--- src/rtl/ram_bist_pkg.sv ---
// Shared types and helpers for the ram BIST initiator: FSM states, LFSR taps
// and the address-derived fill pattern.
package ram_bist_pkg;

  typedef enum logic [2:0] {
    IDLE,
    FILL,
    VERIFY,
    RAND,
    DONE
  } state_t;

  // x^16 + x^14 + x^13 + x^11 + 1, taps on state bits 15, 13, 12, 10
  localparam logic [15:0] LFSR_TAPS = 16'hB400;

  // Fill pattern before truncation to the data width: 2*a
  function automatic logic [31:0] pattern(input logic [31:0] a);
    return a << 1;
  endfunction

endpackage

--- src/rtl/ram_bist_lfsr.sv ---
// 16-bit Fibonacci LFSR used to generate random read addresses; reloads its
// seed on load and steps once per enabled cycle.
module ram_bist_lfsr
  import ram_bist_pkg::*;
#(
  parameter logic [15:0] SEED = 16'd35
) (
  input  logic        clk,
  input  logic        rst,
  input  logic        load,
  input  logic        en,
  output logic [15:0] state
);

  logic fb;

  assign fb = ^(state & LFSR_TAPS);

  always_ff @(posedge clk or posedge rst) begin
    if (rst) begin
      state <= SEED;
    end else if (load) begin
      state <= SEED;
    end else if (en) begin
      state <= {state[14:0], fb};
    end
  end

endmodule

--- src/rtl/ram_bist.sv ---
// Fill/readback BIST initiator for a single-port ram: writes P(a) everywhere,
// reads it back sequentially and at LFSR addresses, and records mismatches.
module ram_bist
  import ram_bist_pkg::*;
#(
  parameter int          ADDR_W   = 10,
  parameter int          DATA_W   = 8,
  parameter int          READ_LAT = 1,
  parameter int          NUM_RAND = 20,
  parameter logic [15:0] SEED     = 16'd35
) (
  input  logic              clk,
  input  logic              reset,
  input  logic              start,
  output logic [ADDR_W-1:0] ram_address,
  output logic [DATA_W-1:0] ram_data_in,
  input  logic [DATA_W-1:0] ram_data_out,
  output logic              ram_write,
  output logic              ram_select,
  output logic              busy,
  output logic              done,
  output logic              pass,
  output logic [15:0]       err_count,
  output logic [ADDR_W-1:0] first_err_addr,
  output logic [DATA_W-1:0] first_err_data
);

  localparam logic [ADDR_W-1:0] LAST_ADDR  = '1;
  localparam logic [2:0]        LAST_DRAIN = 3'(READ_LAT - 1);
  localparam logic [31:0]       LAST_RAND  = 32'(NUM_RAND - 1);

  function automatic logic [DATA_W-1:0] pat(input logic [ADDR_W-1:0] a);
    return DATA_W'(pattern(32'(a)));
  endfunction

  function automatic logic [15:0] sat_inc(input logic [15:0] v);
    return (v == 16'hFFFF) ? v : v + 16'd1;
  endfunction

  state_t            state_q, state_d;
  logic [ADDR_W-1:0] cnt_q, cnt_d;
  logic [31:0]       rcnt_q, rcnt_d;
  logic              drain_q, drain_d;
  logic [2:0]        dcnt_q, dcnt_d;
  logic              start_acc;
  logic              issue;
  logic [ADDR_W-1:0] rd_addr;
  logic [15:0]       lfsr_state;
  logic              lfsr_unused;
  logic              mism;

  logic              vld_p  [READ_LAT];
  logic [ADDR_W-1:0] addr_p [READ_LAT];
  logic [DATA_W-1:0] exp_p  [READ_LAT];

  ram_bist_lfsr #(
    .SEED (SEED)
  ) u_lfsr (
    .clk   (clk),
    .rst   (reset),
    .load  (start_acc),
    .en    (issue && (state_q == RAND)),
    .state (lfsr_state)
  );

  assign lfsr_unused = ^lfsr_state[15:ADDR_W];

  always_ff @(posedge clk or posedge reset) begin
    if (reset) begin
      state_q <= IDLE;
      cnt_q   <= '0;
      rcnt_q  <= '0;
      drain_q <= 1'b0;
      dcnt_q  <= '0;
    end else begin
      state_q <= state_d;
      cnt_q   <= cnt_d;
      rcnt_q  <= rcnt_d;
      drain_q <= drain_d;
      dcnt_q  <= dcnt_d;
    end
  end

  // Each read phase issues its reads, then idles READ_LAT cycles so every
  // outstanding compare lands before the phase hands over.
  always_comb begin
    state_d   = state_q;
    cnt_d     = cnt_q;
    rcnt_d    = rcnt_q;
    drain_d   = drain_q;
    dcnt_d    = dcnt_q;
    start_acc = 1'b0;
    case (state_q)
      IDLE, DONE: begin
        if (start) begin
          start_acc = 1'b1;
          state_d   = FILL;
          cnt_d     = '0;
        end
      end
      FILL: begin
        cnt_d = cnt_q + ADDR_W'(1);
        if (cnt_q == LAST_ADDR) state_d = VERIFY;
      end
      VERIFY: begin
        if (!drain_q) begin
          cnt_d = cnt_q + ADDR_W'(1);
          if (cnt_q == LAST_ADDR) begin
            drain_d = 1'b1;
            dcnt_d  = '0;
          end
        end else if (dcnt_q == LAST_DRAIN) begin
          drain_d = 1'b0;
          rcnt_d  = '0;
          state_d = (NUM_RAND == 0) ? DONE : RAND;
        end else begin
          dcnt_d = dcnt_q + 3'd1;
        end
      end
      RAND: begin
        if (!drain_q) begin
          rcnt_d = rcnt_q + 32'd1;
          if (rcnt_q == LAST_RAND) begin
            drain_d = 1'b1;
            dcnt_d  = '0;
          end
        end else if (dcnt_q == LAST_DRAIN) begin
          drain_d = 1'b0;
          state_d = DONE;
        end else begin
          dcnt_d = dcnt_q + 3'd1;
        end
      end
      default: state_d = IDLE;
    endcase
  end

  always_comb begin
    issue       = ((state_q == VERIFY) || (state_q == RAND)) && !drain_q;
    rd_addr     = (state_q == VERIFY) ? cnt_q : lfsr_state[ADDR_W-1:0];
    ram_select  = (state_q == FILL) || issue;
    ram_write   = (state_q == FILL);
    ram_address = '0;
    ram_data_in = '0;
    if (state_q == FILL) begin
      ram_address = cnt_q;
      ram_data_in = pat(cnt_q);
    end else if (issue) begin
      ram_address = rd_addr;
    end
    busy = (state_q == FILL) || (state_q == VERIFY) || (state_q == RAND);
    done = (state_q == DONE);
    pass = done && (err_count == '0);
  end

  // Issue -> compare: address and expected data travel READ_LAT stages with
  // the read so they line up with ram_data_out.
  always_ff @(posedge clk or posedge reset) begin
    if (reset) begin
      for (int i = 0; i < READ_LAT; i++) vld_p[i] <= 1'b0;
    end else begin
      vld_p[0] <= issue;
      for (int i = 1; i < READ_LAT; i++) vld_p[i] <= vld_p[i-1];
    end
  end

  always_ff @(posedge clk) begin
    addr_p[0] <= rd_addr;
    exp_p[0]  <= pat(rd_addr);
    for (int i = 1; i < READ_LAT; i++) begin
      addr_p[i] <= addr_p[i-1];
      exp_p[i]  <= exp_p[i-1];
    end
  end

  // Compare stage: a zero count marks the first mismatch of the run.
  assign mism = vld_p[READ_LAT-1] && (ram_data_out != exp_p[READ_LAT-1]);

  always_ff @(posedge clk or posedge reset) begin
    if (reset) begin
      err_count      <= '0;
      first_err_addr <= '0;
      first_err_data <= '0;
    end else if (start_acc) begin
      err_count      <= '0;
      first_err_addr <= '0;
      first_err_data <= '0;
    end else if (mism) begin
      err_count <= sat_inc(err_count);
      if (err_count == '0) begin
        first_err_addr <= addr_p[READ_LAT-1];
        first_err_data <= ram_data_out;
      end
    end
  end

endmodule

--- config.mk ---
export PLATFORM = sky130hd
export DESIGN_NAME = ram_bist
export DESIGN_NICKNAME = d
export VERILOG_FILES = /design/src/rtl/ram_bist_pkg.sv /design/src/rtl/ram_bist_lfsr.sv /design/src/rtl/ram_bist.sv
export SDC_FILE = /design/constraint.sdc
export NUM_CORES = 1
export LEC_CHECK = 0
export CAP_MARGIN = 20
export CORE_ASPECT_RATIO = 1.25
export CORE_UTILIZATION = 55
export DETAILED_ROUTE_END_ITERATION = 16
export PLACE_DENSITY = 0.79
export RECOVER_POWER = 25
export SYNTH_ARGS = -nofsm -noshare
export SYNTH_HDL_FRONTEND = slang
export SYNTH_SLANG_ARGS = --single-unit
export TNS_END_PERCENT = 5
--- constraint.sdc ---
create_clock -name clk -period 4.1 [get_ports clk]
set_input_delay 0.615 -clock clk [delete_from_list [all_inputs] [get_ports clk]]
set_output_delay 0.615 -clock clk [all_outputs]
set_load 0.02 [all_outputs]
# Word level (Yosys, flattened, before mapping)

Memory sizes are Yosys's and may differ from the RTL's.
Index checks and enable logic that the tools add are counted.

Memory bits (read-only): 0
Register bits: 100
Memory bits (writable): 17
Latch bits: 0
Bits of input ports: 11
Memories: 2
Output and inout port bits: 57

Reduce and logical (&&, ||, !) cells: 25
Shift operators: 0
Div/mod/pow operators: 0
Add/sub/neg operators: 4
Magnitude comparators: 0
Eq/ne operators: 19
Bitwise operators: 0
Mux-type cells: 43
$mul: 0

Memories:

| memory | depth | bits a word | read ports | clocked after memory_dff | wr ports | line           | text |
|---|---|---|---|---|---|---|---|
| addr_p | 1     | 10          | 1          | 0                        | 1        | ram_bist.sv:53 | `logic [ADDR_W-1:0] addr_p [READ_LAT];` |
| exp_p  | 1     | 7           | 1          | 0                        | 1        | ram_bist.sv:54 | `logic [DATA_W-1:0] exp_p [READ_LAT];` |

Operators with widths:

| kind                                                              | count |
|---|---|
| 32-bit two-way mux                                                | 3 |
| 10-bit two-way mux                                                | 8 |
| 16-bit two-way mux                                                | 5 |
| 32-bit one-hot mux with 2 select lines                            | 1 |
| 3-bit two-way mux                                                 | 11 |
| 32-bit by 1-bit adder with 32-bit output (second input constant)  | 1 |
| 32-bit by 5-bit == test with 1-bit output (second input constant) | 1 |
| 8-bit two-way mux                                                 | 4 |
| 10-bit one-hot mux with 3 select lines                            | 1 |
| 16-bit by 1-bit adder with 16-bit output (second input constant)  | 1 |
| 16-bit == test (second input constant)                            | 1 |
| 16-bit logical NOT                                                | 1 |
| 16-bit XOR reduction                                              | 1 |
| 2-bit != test (second input constant)                             | 7 |
| 3-bit one-hot mux with 4 select lines                             | 1 |
| 10-bit by 1-bit adder with 10-bit output (second input constant)  | 1 |
| 10-bit == test (second input constant)                            | 1 |
| 8-bit != test                                                     | 1 |
| 2-bit nonzero test                                                | 4 |
| 1-bit two-way mux                                                 | 7 |
| 3-bit by 2-bit == test with 1-bit output (second input constant)  | 2 |
| 3-bit logical NOT                                                 | 2 |
| 3-bit one-hot mux with 2 select lines                             | 1 |
| 3-bit AND reduction                                               | 2 |
| other kinds (15)                                                  | 23 |

# Logic depth before layout (Yosys ltp)

Depth after elaboration: 6
Depth in mapped cells: 8
Mapped depth without buffers: 7

# Hierarchy

Synthesis repeated with hierarchy kept, for this count alone.

Cells, all modules: 594
Area, all modules: 5640.4 um^2

Modules (own cells, without submodules):

| module        | sequential area each (um^2) | area each (um^2) | times used | cells an instance |
|---|---|---|---|---|
| ram_bist      | 2302.2                      | 4953.5           | 1          | 538 |
| ram_bist_lfsr | 404.1                       | 686.9            | 1          | 56 |

# Worst setup path after synthesis

OpenSTA, ideal clock, no wires.

Kind: register -> output
Start point: reg state_q[2]
End point: out ram_address[1]
Stages on the path, launching flop included: 6
Arrival: 1.745 ns
Path buffers: 2
Slack: 1.740 ns
Cells stage by stage: dfrtp_1 clkbuf_1 nor3b_1 clkbuf_1 and2_1 a21o_1

Elaborated cells between the ends (all ways): 8
Those cells by class: 3 x eq/ne; 3 x mux; 2 x reduce/logical

RTL lines:

| what                                     | line            | text |
|---|---|---|
| start, declared                          | ram_bist.sv:40  | `state_t state_q, state_d;` |
| start signal, assigned                   | ram_bist.sv:76  | `state_q <= state_d;` |
| 3-bit by 1-bit == test with 1-bit output | -               |  |
| named net ram_write                      | ram_bist.sv:18  | `output logic ram_write,` |
| 10-bit two-way mux                       | ram_bist.sv:145 | `if (state_q == FILL) begin` |
| end, declared                            | ram_bist.sv:15  | `output logic [ADDR_W-1:0] ram_address,` |

The timed path passes the listed nets, and every way through them passes these cells.

# Worst setup path in the final report

Start point: reg state_q[0]
End point: out ram_address[9]

Elaborated cells between the ends (all ways): 8
Those cells by class: 3 x eq/ne; 3 x mux; 2 x reduce/logical

RTL lines:

| what                                     | line            | text |
|---|---|---|
| 3-bit by 2-bit == test with 1-bit output | ram_bist.sv:140 | `rd_addr = (state_q == VERIFY) ? cnt_q : lfsr_state[ADDR_W-1:0];` |
| 10-bit two-way mux                       | ram_bist.sv:140 |  |
| named net rd_addr[9]                     | ram_bist.sv:47  | `logic [ADDR_W-1:0] rd_addr;` |
| 10-bit two-way mux                       | ram_bist.sv:148 | `end else if (issue) begin` |
| 10-bit two-way mux                       | ram_bist.sv:145 |  |

The timed path passes the listed nets, and every way through them passes these cells.

==> results.md <==
Pwr:
- The power density over the cells is approximately 360 nW/µm².
- Summed over all nets, the switching power comes to approximately 0.70 mW.
- In this run switching power makes up 28.72% of total power.
- After layout, the design draws a total of 2.435 mW.
- Sequential cells burn between 40% and 50% of the power.
- The static leakage power is approximately 2.8 nW.
- Of the total power, combinational logic draws ~16%.
- The share of power burned in the clock network is 35.0%.
- Across the VDD grid, the largest voltage drop is 199.8 µV.
- The internal portion of the total power is 1.736 mW.

Die:
- For this configuration, the core starts out at a cell density of between 50% and 60%.
- In this run the core area contains approximately 40 standard-cell rows.
- The width of the chip is roughly 93 µm.
- The count of pins on the block boundary is between 60 and 70.
- The area inside the core boundary is ~10,000 µm².
- Measured along the y axis, the die boundary spans 115.5 µm.
- The die area is approximately 11,000 µm².

Placement:
- OpenSTA, run right after detailed placement, puts the worst setup slack at between 1 and 1.5 ns.
- The weighted congestion reported at the end of routability-driven placement is 0.8574.
- The count of input and output buffers is 66.
- Including well taps, the total number of placed cells is 764.
- After detailed placement, the total cell area comes to roughly 6400 µm².
- The post-DP HPWL is 8924 µm.

GRT:
- The met3 capacity usage during global routing is approximately 4.2%.
- The number of antenna violations at the first check in global routing is 0.
- The layer flagged by global routing as most heavily used is met2.
- The met2 track utilization from global routing is between 40% and 50%.
- Summed over all layers, the global routing overflow is 0.
- For this run, global-route usage on met1 was measured as 31.62%.
- Global routing consumed, over all layers together, 25.53% of the routing resources.
- The via count of the first global-routing pass is between 4,000 and 5,000.
- Entering global routing, the biggest net connects 50 pins.
- The first global-routing pass estimated about 22,000 µm of wire.

Cells and area:
- After the flow finishes, the layout carries non-filler instances totaling 781.
- 0 antenna diodes ended up in the layout.
- The share of post-route cells with drive strength above 1 is ~7.4%.
- The layout has between 800 and 900 filler cells.
- In the final design database the tool counted ~660 nets.
- The final standard cell utilization of the core is approximately two thirds.
- Compared with the post-synthesis result, the final layout area differs by 18.16%.
- Once layout is done, the placed cells without fillers occupy between 6000 and 7000 µm².

Setup path:
- The required time of the critical path is about 3.5 ns.
- The critical path is of the flop to output port type.
- The launching element type of the critical path is a flop.
- The signal on the critical path passes through nor3b_1 > clkbuf_1 > mux2_1 > a22o_1 > clkdlybuf4s50_1.
- In this design, the stage delay of the slowest critical-path cell is roughly 0.55 ns.
- The cell at the slowest stage of the critical path is sky130_fd_sc_hd__dfrtp_1.
- The data arrival at the endpoint of the critical path is roughly 2.9 ns.
- The largest fanout of any net on the critical path is 15.
- STA classifies the critical path endpoint as an output port.

Timing:
- Across all hold checks on the routed design, the worst slack comes to about 0.47 ns.
- The hold violation total from the final report was 0.
- Once routing completed, OpenROAD measured the worst setup slack at between 0.6 and 0.7 ns.
- The highest achievable clock rate is between 0.2 and 0.3 GHz.
- Setup repair after global routing left no endpoint under its margin.
- In the final timing run, aggregate negative setup slack is 0 ns.
- For the pin with the worst max-slew slack, the measured transition is between 2 and 2.5 ns.
- After layout, the worst path uses 85.20% of the clock period.
- The clock period minus final worst setup slack is between 3 and 4 ns.
- The normalized max-slew margin is -43.45%.
- The max-slew violation count is 50.
- Setup violations remaining at the end of the flow were counted as 0.
- Between clock sinks in the finished design, the worst skew comes to between 0.006 and 0.007 ns.

CTS:
- Post-CTS timing repair inserted 0 buffers for setup.
- For this design, the CTS-stage hold fixing added 0 buffers.
- The root buffer cell chosen for the clock tree is sky130_fd_sc_hd__clkbuf_16.
- In this run, post-CTS repair resized a total of 0 instances.
- The clock passes through at most 2 buffers.
- Clock latency on the worst-skew pair, taken at its later pin, is ~0.34 ns.
- In this run, CTS created clock tree buffers numbering 9.
- The number of levels the H-tree was split into is 3.
- Clock tree synthesis found a total of 110 sinks.
- TritonCTS built the clock tree.
- Clock-pin slew was measured on the worst setup and hold paths at around 0.08 ns.

Status:
- The run finished, with violations left.
- The checks that failed: capacitance limit, slew limit.

Logic synthesis:
- The leading register cell type out of synthesis is sky130_fd_sc_hd__dfrtp_1.
- Of the synthesized area, sequential elements account for 47.72%.
- The synthesized netlist contains 64 unique library cells.
- When the netlist entered floorplanning its net count stood at between 600 and 700.
- Yosys mapped a number of flops with a built-in enable equal to 0.
- The post-synthesis instance area is roughly 5700 µm².
- Each instance of the synthesized netlist takes up on average 9.597 µm².
- The number of standard cells after synthesis is between 500 and 600.
- The count of yosys warnings during synthesis is 0.
- After synthesis the netlist holds a flip-flop and latch count of between 100 and 150.
- The share of flip-flops with an asynchronous set or reset after synthesis is about nine tenths.

Route:
- The wire length after detailed routing is roughly 13,000 µm.
- In the routed layout, each cell is associated on average with a via count of approximately 6.1.
- The total via count after detailed routing is roughly 4,800.
- The routed length per placed instance is about 17 µm.
- In the routed design, unresolved DRC markers number 0.
- The violation count after the first detailed-routing iteration is 228.
- The detailed-routing iteration count for the pre-antenna-repair pass is 4.
- The number of routed nets with antenna violations is 0.

Run:
- The max capacitance violation total is 1.

Worst hold path:
- The type of the worst min-delay path is flop to flop.
## worst paths after layout
| check | cells after the start | startpoint | to | slack [ns] |
|---|---|---|---|---|
| worst max register to register | 5 | state_q[0] | rcnt_q[9] | 1.81 |
| min in group asynchronous | 2 | reset | cnt_q[0] | 1.28 |
| worst min-delay path | 2 | addr_p[0][7] | first_err_addr[7] | 0.47 |
| worst max-delay path | 5 | state_q[0] | ram_address[9] | 0.61 |
| worst min register to register | 2 | addr_p[0][7] | first_err_addr[7] | 0.47 |
| max in group asynchronous | 3 | reset | u_lfsr.state[1] | 1.62 |
## cell families after synthesis
| group | share of synthesized area (%) |
|---|---|
| AO/OA/AOI/OAI | 14.91 |
| XOR/XNOR | 6.023 |
| adder cells (fa/ha/maj) | 1.324 |
| buffers and inverters | 3.640 |
| flip-flops | 47.72 |
| multiplexers | 2.338 |
| other | 0.06612 |
| AND/OR/NAND/NOR | 23.98 |
## cell usage after synthesis, types with 9 or more instances
library cell	n	area, µm²
sky130_fd_sc_hd__a21oi_1	23	115.1
sky130_fd_sc_hd__a22o_1	10	87.58
sky130_fd_sc_hd__and2_1	10	62.56
sky130_fd_sc_hd__clkbuf_1	18	67.56
sky130_fd_sc_hd__dfrtp_1	97	2427
sky130_fd_sc_hd__dfxtp_1	10	200.2
sky130_fd_sc_hd__inv_1	10	37.54
sky130_fd_sc_hd__mux2_2	10	112.6
sky130_fd_sc_hd__nand2_1	67	251.5
sky130_fd_sc_hd__nand3_1	44	220.2
sky130_fd_sc_hd__nand4_1	20	125.1
sky130_fd_sc_hd__nor2_1	50	187.7
sky130_fd_sc_hd__nor4_1	11	68.82
sky130_fd_sc_hd__o21ai_0	42	210.2
sky130_fd_sc_hd__o31ai_1	9	67.56
sky130_fd_sc_hd__xor2_1	31	271.5
## final cells by class
type | instances | area [µm²] | share of cell area, %
well taps | 129 | 161.4 | 2.409
inverters | 10 | 38.79 | 0.5788
clock inverters | 7 | 62.56 | 0.9335
repair buffers | 76 | 735.7 | 10.98
flip-flops and latches | 110 | 2706 | 40.38
multi-input cells | 440 | 2771 | 41.36
clock buffers | 9 | 225.2 | 3.361
## flip-flops by register name, summed over array words and instances, names as in the netlist, 3 cells and up
signal	count
state_q	3
dcnt_q	3
addr_p	10
cnt_q	10
rcnt_q	32
u_lfsr.state	16
first_err_data	8
err_count	16
first_err_addr	10
## routing by layer
layer	wire (µm)	vias to the layer above	share of wire, %
met3	452	27	3.5
met1	5406	2387	42
met4	293	0	2.3
met5	0	-	0
met2	6748	108	52
li1	-	2237	-
## cells in the final DEF (no fill, tap or decap), types with 11 or more instances in the layout
cell type,synthesis,routed
sky130_fd_sc_hd__a21oi_1,23,23
sky130_fd_sc_hd__clkdlybuf4s50_1,0,65
sky130_fd_sc_hd__dfrtp_1,97,97
sky130_fd_sc_hd__nand2_1,67,67
sky130_fd_sc_hd__nand3_1,44,44
sky130_fd_sc_hd__nand4_1,20,20
sky130_fd_sc_hd__nor2_1,50,50
sky130_fd_sc_hd__nor4_1,11,11
sky130_fd_sc_hd__o21ai_0,42,42
sky130_fd_sc_hd__xor2_1,31,31
## power groups by stage
stage          Sequential (mW)  Combinational [mW]  Clock [mW]
2_1_floorplan             1.21               0.219           0
3_3_place_gp              1.21               0.381           0
3_5_place_dp              1.22               0.390           0
4_1_cts                   1.20               0.390       0.870
5_1_grt                   1.21               0.425       0.905
6_report                  1.20               0.385       0.852
## critical path: cells and delay by family (launching register included)
kind | cells | cell delay [ns]
mux | 1 | 0.42
compound gates | 1 | 0.22
simple gates | 1 | 0.28
flops | 1 | 0.55
buf+inv | 2 | 1.06
No activity file was read; power rests on OpenSTA's default activity.
==> edit 1, RTL diff (same settings) <==
Make the reset (`reset` and `rst`) synchronous in 4 clocked blocks.
--- a/src/rtl/ram_bist_lfsr.sv
+++ b/src/rtl/ram_bist_lfsr.sv
@@ -16,7 +16,7 @@
 
   assign fb = ^(state & LFSR_TAPS);
 
-  always_ff @(posedge clk or posedge rst) begin
+  always_ff @(posedge clk) begin
     if (rst) begin
       state <= SEED;
     end else if (load) begin
--- a/src/rtl/ram_bist.sv
+++ b/src/rtl/ram_bist.sv
@@ -65,7 +65,7 @@
 
   assign lfsr_unused = ^lfsr_state[15:ADDR_W];
 
-  always_ff @(posedge clk or posedge reset) begin
+  always_ff @(posedge clk) begin
     if (reset) begin
       state_q <= IDLE;
       cnt_q   <= '0;
@@ -155,7 +155,7 @@
 
   // Issue -> compare: address and expected data travel READ_LAT stages with
   // the read so they line up with ram_data_out.
-  always_ff @(posedge clk or posedge reset) begin
+  always_ff @(posedge clk) begin
     if (reset) begin
       for (int i = 0; i < READ_LAT; i++) vld_p[i] <= 1'b0;
     end else begin
@@ -176,7 +176,7 @@
   // Compare stage: a zero count marks the first mismatch of the run.
   assign mism = vld_p[READ_LAT-1] && (ram_data_out != exp_p[READ_LAT-1]);
 
-  always_ff @(posedge clk or posedge reset) begin
+  always_ff @(posedge clk) begin
     if (reset) begin
       err_count      <= '0;
       first_err_addr <= '0;
Formal check against the unedited RTL: differs if reset is asserted again (counterexample within 4 cycles, from zero or initial values and one cycle with reset high); with reset held inactive, the same outputs for 10 cycles.
==> edit 1 against the unedited design <==
Sequential cell count is the same; wire length shrank 5.8%; synthesized cell count grew 1.7%; global-route usage shrank 0.099 points; final area shrank 6.4%; clock skew grew 0.0012 ns; setup slack lost 0.14 ns; cell count grew 0.13%; area after synthesis shrank 7.6%; count of clock-buffer cells in the layout grew 4; critical path type unchanged.
Power is not compared: it rests on default switching activity, and its combinational part moved more than twofold at a synthesized area within 25%.
==> edit 1: results (changes against the unedited design) <==
* Final Hold Fails at 0 (unchanged)
* Wire per inst at 15.5 um (-5.9%)
* Largest net degree at the start of global routing at 38 (-24%)
* Synth warn at 0 (unchanged)
* Data arrival, critical path at 3.02 ns (+0.14 ns)
* Crit path from: state_q[1]$_SDFFE_PP0P_
* Initial DRC Count at 223 (-2.2%)
* Hold Startpoint: u_lfsr.state[11]$_SDFFE_PP0P_
* H-tree depth at 3 (unchanged)
* Register area share after synthesis at 0.420 (-0.0570)
* Status: finished, final reports clean
* Syn nets at 618 (+1.6%)
* Top cells by area, synth: dfxtp_1, xor2_1, nor2_1, mux2i_1, nand2_1
* GR Util All Layers at 0.254 (-0.000992)
* R2R cell count at 4 (-1)
* Vias/cell at 5.91 (-3.0%)
* Synth Instances at 601 (+1.7%)
* Number of port buffers at 66 (unchanged)
* Final WL at 12,200 um (-5.8%)
* Post-DP HPWL at 8570 um (-4.0%)
* Filler cells at 763 (-8.5%)
* Clock Latency Late Sink at 0.35 ns
* FF-to-FF setup slack at 1.50 ns (-0.31 ns)
* Vias in the first global route at 4,378 (-5.7%)
* Router iterations before antenna repair at 5 (+1)
* Capturing point of the worst reg2reg path: rcnt_q[12]$_SDFFE_PP0P_
* Hold worst-path end: u_lfsr.state[12]$_SDFFE_PP0P_
* Final setup skew at 0.00815 ns (+0.00120 ns)
* Placement Cell Area at 5970 um2 (-6.9%)
* Prevailing post-synth register cell: dfxtp_1
* Gpl congestion at 0.884 (+3.1%)
* Yosys cell types at 61 (-4.7%)
* Clock-pin slew on the worst setup and hold paths at 0.07 ns
* Number of buffers created by CTS at 9 (unchanged)
* First-pass GRT wire length at 19,900 um (-8.2%)
* Nets at 671 (+1.1%)
* Post-synth ARST share at 0 (-0.909)
* Commonest cells post-synth: dfxtp_1, nor2_1, nand2_1, a21oi_1, xor2_1
* Ratio of cells with drive above 1 in the final layout at 0.0819 (+0.00832)
* Placed cell count at 765 (+0.13%)
* Clk root buf: clkbuf_16
* Synth top area share at 0.420 (-0.00782)
* Crit path capture: ram_address[7]
* Post_cts resized at 0 (unchanged)
* Smallest hold slack at 0.454 ns (-0.0148 ns)
* Hold path depth at 2 (unchanged)
* Worst-path maximum fanout at 13 (-2)
* Final core occ at 0.684 (+0.0171)
* Initial antenna violation count at 0 (unchanged)
* Fmax at 0.275 GHz (-3.8%)
* Slew Limit Headroom at 0.356 (+0.791)
* Pre-CTS setup slack at 0.859 ns (-0.251 ns)
[edit 1: cell count changes in the layout (fill, tap and decap cells not counted), moves of 17 or more]
cell,delta
dfrtp_1,-97
dfxtp_1,+100
dlygate4sd3_1,+28
o21ai_0,-30
nand3_1,-20
clkdlybuf4s50_1,-28
mux2i_1,+22
nor2_1,+17
[edit 1: report_power, final]
part / internal [mW] / total (mW) / switching, mW
logic: 0.0300 / 0.0840 / 0.0540
clock network: 0.491 / 0.864 / 0.373
registers: 1.07 / 1.08 / 0.00621
[edit 1: worst max-delay path: stages (launching register included)]
cell             delay [ns]
dfxtp_1                0.52
nor2b_1                0.20
and2_0                 0.72
mux2_2                 0.43
a32o_1                 0.25
clkdlybuf4s50_1        0.54
[edit 1: layer usage]
layer / part of all wire / routed length [um] / GRT usage / up-vias
met5: 0 / 0 / 0 / -
met4: 0.026 / 319 / 0.120 / 0
met3: 0.044 / 539 / 0.0328 / 22
met2: 0.52 / 6330 / 0.451 / 129
met1: 0.41 / 4960 / 0.294 / 2210
li1: - / - / - / 2260
[edit 1: kinds of logic after synthesis]
| family | Yosys count | synth area share |
|---|---|---|
| other | 1 | 0.000715 |
| and+or+nand+nor | 257 | 0.254 |
| AOI/OAI and AO/OA | 104 | 0.138 |
| xor gates and xnor gates | 38 | 0.0635 |
| DFF | 110 | 0.420 |
| buffers and inverters | 51 | 0.0423 |
| adders and majority gates | 6 | 0.0143 |
| muxes | 34 | 0.0673 |
[edit 1: layout make-up]
class	instances	share of cell area
inverters	20	0.0120
clock buffers	13	0.0399
flip-flops and latches	110	0.351
well taps	123	0.0245
multi-input cells	440	0.451
clock inverters	3	0.00698
repair buffers	73	0.115
==> edit 2, RTL diff (config.mk and constraints unchanged) <==
Made on the original files. `READ_LAT`: 1 -> 2.
--- a/src/rtl/ram_bist.sv
+++ b/src/rtl/ram_bist.sv
@@ -5,7 +5,7 @@
 #(
   parameter int          ADDR_W   = 10,
   parameter int          DATA_W   = 8,
-  parameter int          READ_LAT = 1,
+  parameter int          READ_LAT = 2,
   parameter int          NUM_RAND = 20,
   parameter logic [15:0] SEED     = 16'd35
 ) (
Function: no difference found for any inputs over 10 cycles, from zero or initial values and one cycle with reset high; that may be too few to reach the edited logic, so the function may still have changed.
==> edit 2 against the unedited design <==
The flow still finishes with violations (capacitance limit, slew limit); setup slack better by 0.25 ns; wire length increased by 2.6%; synthesized cell count increased by 5.4%; count of clock-buffer cells in the layout up 16; area after synthesis is 4.0% higher; die area grew 3.9%; sequential cell count grew 11; maximum frequency is 7.7% higher; clock power grew 83%; first-iteration DRC count increased by 39%; non-clock buffer count is 3 lower; final area grew 8.3%; power grew 36%; largest cell class is now flip-flops and latches.
==> edit 2: results (changes against the unedited design) <==
* Failing checks: capacitance limit, slew limit
* First-pass GRT wire length at 22,100 um (+1.8%)
* Leakage power at 3.12 nW (+11%)
* Hold Startpoint: addr_p[0][5]$_DFF_P_
* Clock Latency Late Sink at 0.41 ns (+0.07 ns)
* FF-to-FF setup slack at 1.42 ns (-0.39 ns)
* H-tree depth at 4 (+1)
* GR Util All Layers at 0.252 (-0.00330)
* Status: finished, violations left
* Max-Cap Viols at 1 (unchanged)
* Launch point of the worst reg-to-reg path: state_q[2]$_DFFE_PP0P_
* Placed cell count at 788 (+3.1%)
* Final WL at 13,200 um (+2.6%)
* Ratio of cells with drive above 1 in the final layout at 0.0983 (+0.0246)
* Initial DRC Count at 318 (+39%)
* Avg Inst Size Synth at 9.47 um2 (-1.4%)
* Gpl congestion at 0.867 (+1.1%)
* Register area share after synthesis at 0.497 (+0.0200)
* Vias in the first global route at 4,738 (+2.1%)
* Via Count at 4,815 (+1.2%)
* Yosys cell types at 55 (-14%)
* Top Registers: rcnt_q (32), addr_p (20)
* Nets at 696 (+4.8%)
* Commonest cells post-synth: dfrtp_1, nand2_1, nand3_1, nor2_1, o21ai_0
* Worst slew pin tran at 2.62 ns (+0.484 ns)
* Worst-path maximum fanout at 18 (+3)
* Number of buffers created by CTS at 17 (+8)
* Placement Cell Area at 6580 um2 (+2.8%)
* Hold worst-path end: addr_p[0][15]$_DFF_P_
* Final setup skew at 0.00678 ns (-0.000178 ns)
* Peak supply drop at 0.270 mV (+35%)
* Largest net degree at the start of global routing at 60 (+20%)
* Router iterations before antenna repair at 5 (+1)
* Top cells by area, synth: dfrtp_1, dfxtp_1, nand2_1, nand3_1, xor2_1
* Post-DP HPWL at 8750 um (-2.0%)
* Post-synth ARST share at 0.835 (-0.0744)
* Slew Viols, Final at 59 (+18%)
* Capturing point of the worst reg2reg path: dcnt_q[1]$_DFFE_PP0P_
* Clock-pin slew on the worst setup and hold paths at 0.05 ns (-0.03 ns)
-- edit 2: worst max path at each step --
stage | slack [ns] | end | cells after the start | startpoint
after floorplan | 0.84 | cnt_q[0]$_DFFE_PP0P_ | 1 | reset
after detailed placement | 1.22 | err_count[11]$_DFFE_PP0P_ | 6 | ram_data_out[1]
after global placement | 1.28 | err_count[11]$_DFFE_PP0P_ | 6 | ram_data_out[1]
final | 0.86 | ram_address[7] | 5 | state_q[0]$_DFFE_PP0P_
after global routing | 0.76 | ram_address[7] | 5 | state_q[0]$_DFFE_PP0P_
after CTS | 0.86 | ram_address[7] | 5 | state_q[0]$_DFFE_PP0P_
-- edit 2: power by group --
part / internal (mW) / switching [mW]
Combinational: 0.199 / 0.235
Sequential: 1.24 / 0.0693
Clock: 1.04 / 0.521
Total: 2.48 / 0.825
-- edit 2: layout make-up --
type | count | area [um2]
clock inverters | 7 | 71.3
well taps | 129 | 161
clock buffers | 25 | 581
multi-input cells | 452 | 2730
fillers | 765 | 3010
repair buffers | 73 | 726
flip-flops and latches | 121 | 2930
inverters | 14 | 53.8
-- edit 2: per-stage QoR --
step                worst slack [ns]  hold WS, ns  utilization
finish                         0.856        0.324        0.707
global route                   0.761        0.327        0.707
CTS                            0.864        0.325        0.705
detailed placement              1.22        0.312        0.642
global placement                1.28        0.314        0.642
floorplan                      0.843        0.310            -
-- edit 2: critical path, stage by stage (launching register included) --
cell and delay [ns]:
dfrtp_1 0.57, nor3b_1 0.27, buf_4 0.25, mux2_2 0.36, a22o_1 0.20, clkdlybuf4s50_1 0.56
-- edit 2: metal layers --
metal / part of all wire / wire length [um] / track usage / vias to the layer above
met2: 0.53 / 7000 / 0.433 / 166
met4: 0.012 / 156 / 0.0928 / 0
met1: 0.41 / 5430 / 0.302 / 2344
met5: 0 / 0 / 0 / -
li1: - / - / - / 2288
met3: 0.050 / 656 / 0.0575 / 17
-- edit 2: logic make-up (layout without fill, tap and decap cells) --
group                    Yosys count  in the layout  synth area share
flip-flops                       121            121             0.497
XOR/XNOR                          43             43            0.0639
multiplexers                      20             20            0.0367
AND/OR/NAND/NOR                  298            298             0.256
AO/OA/AOI/OAI                     84             84            0.0914
buffers and inverters             50            119            0.0412
adder cells (fa/ha/maj)            6              6            0.0127
other                              1              1          0.000636
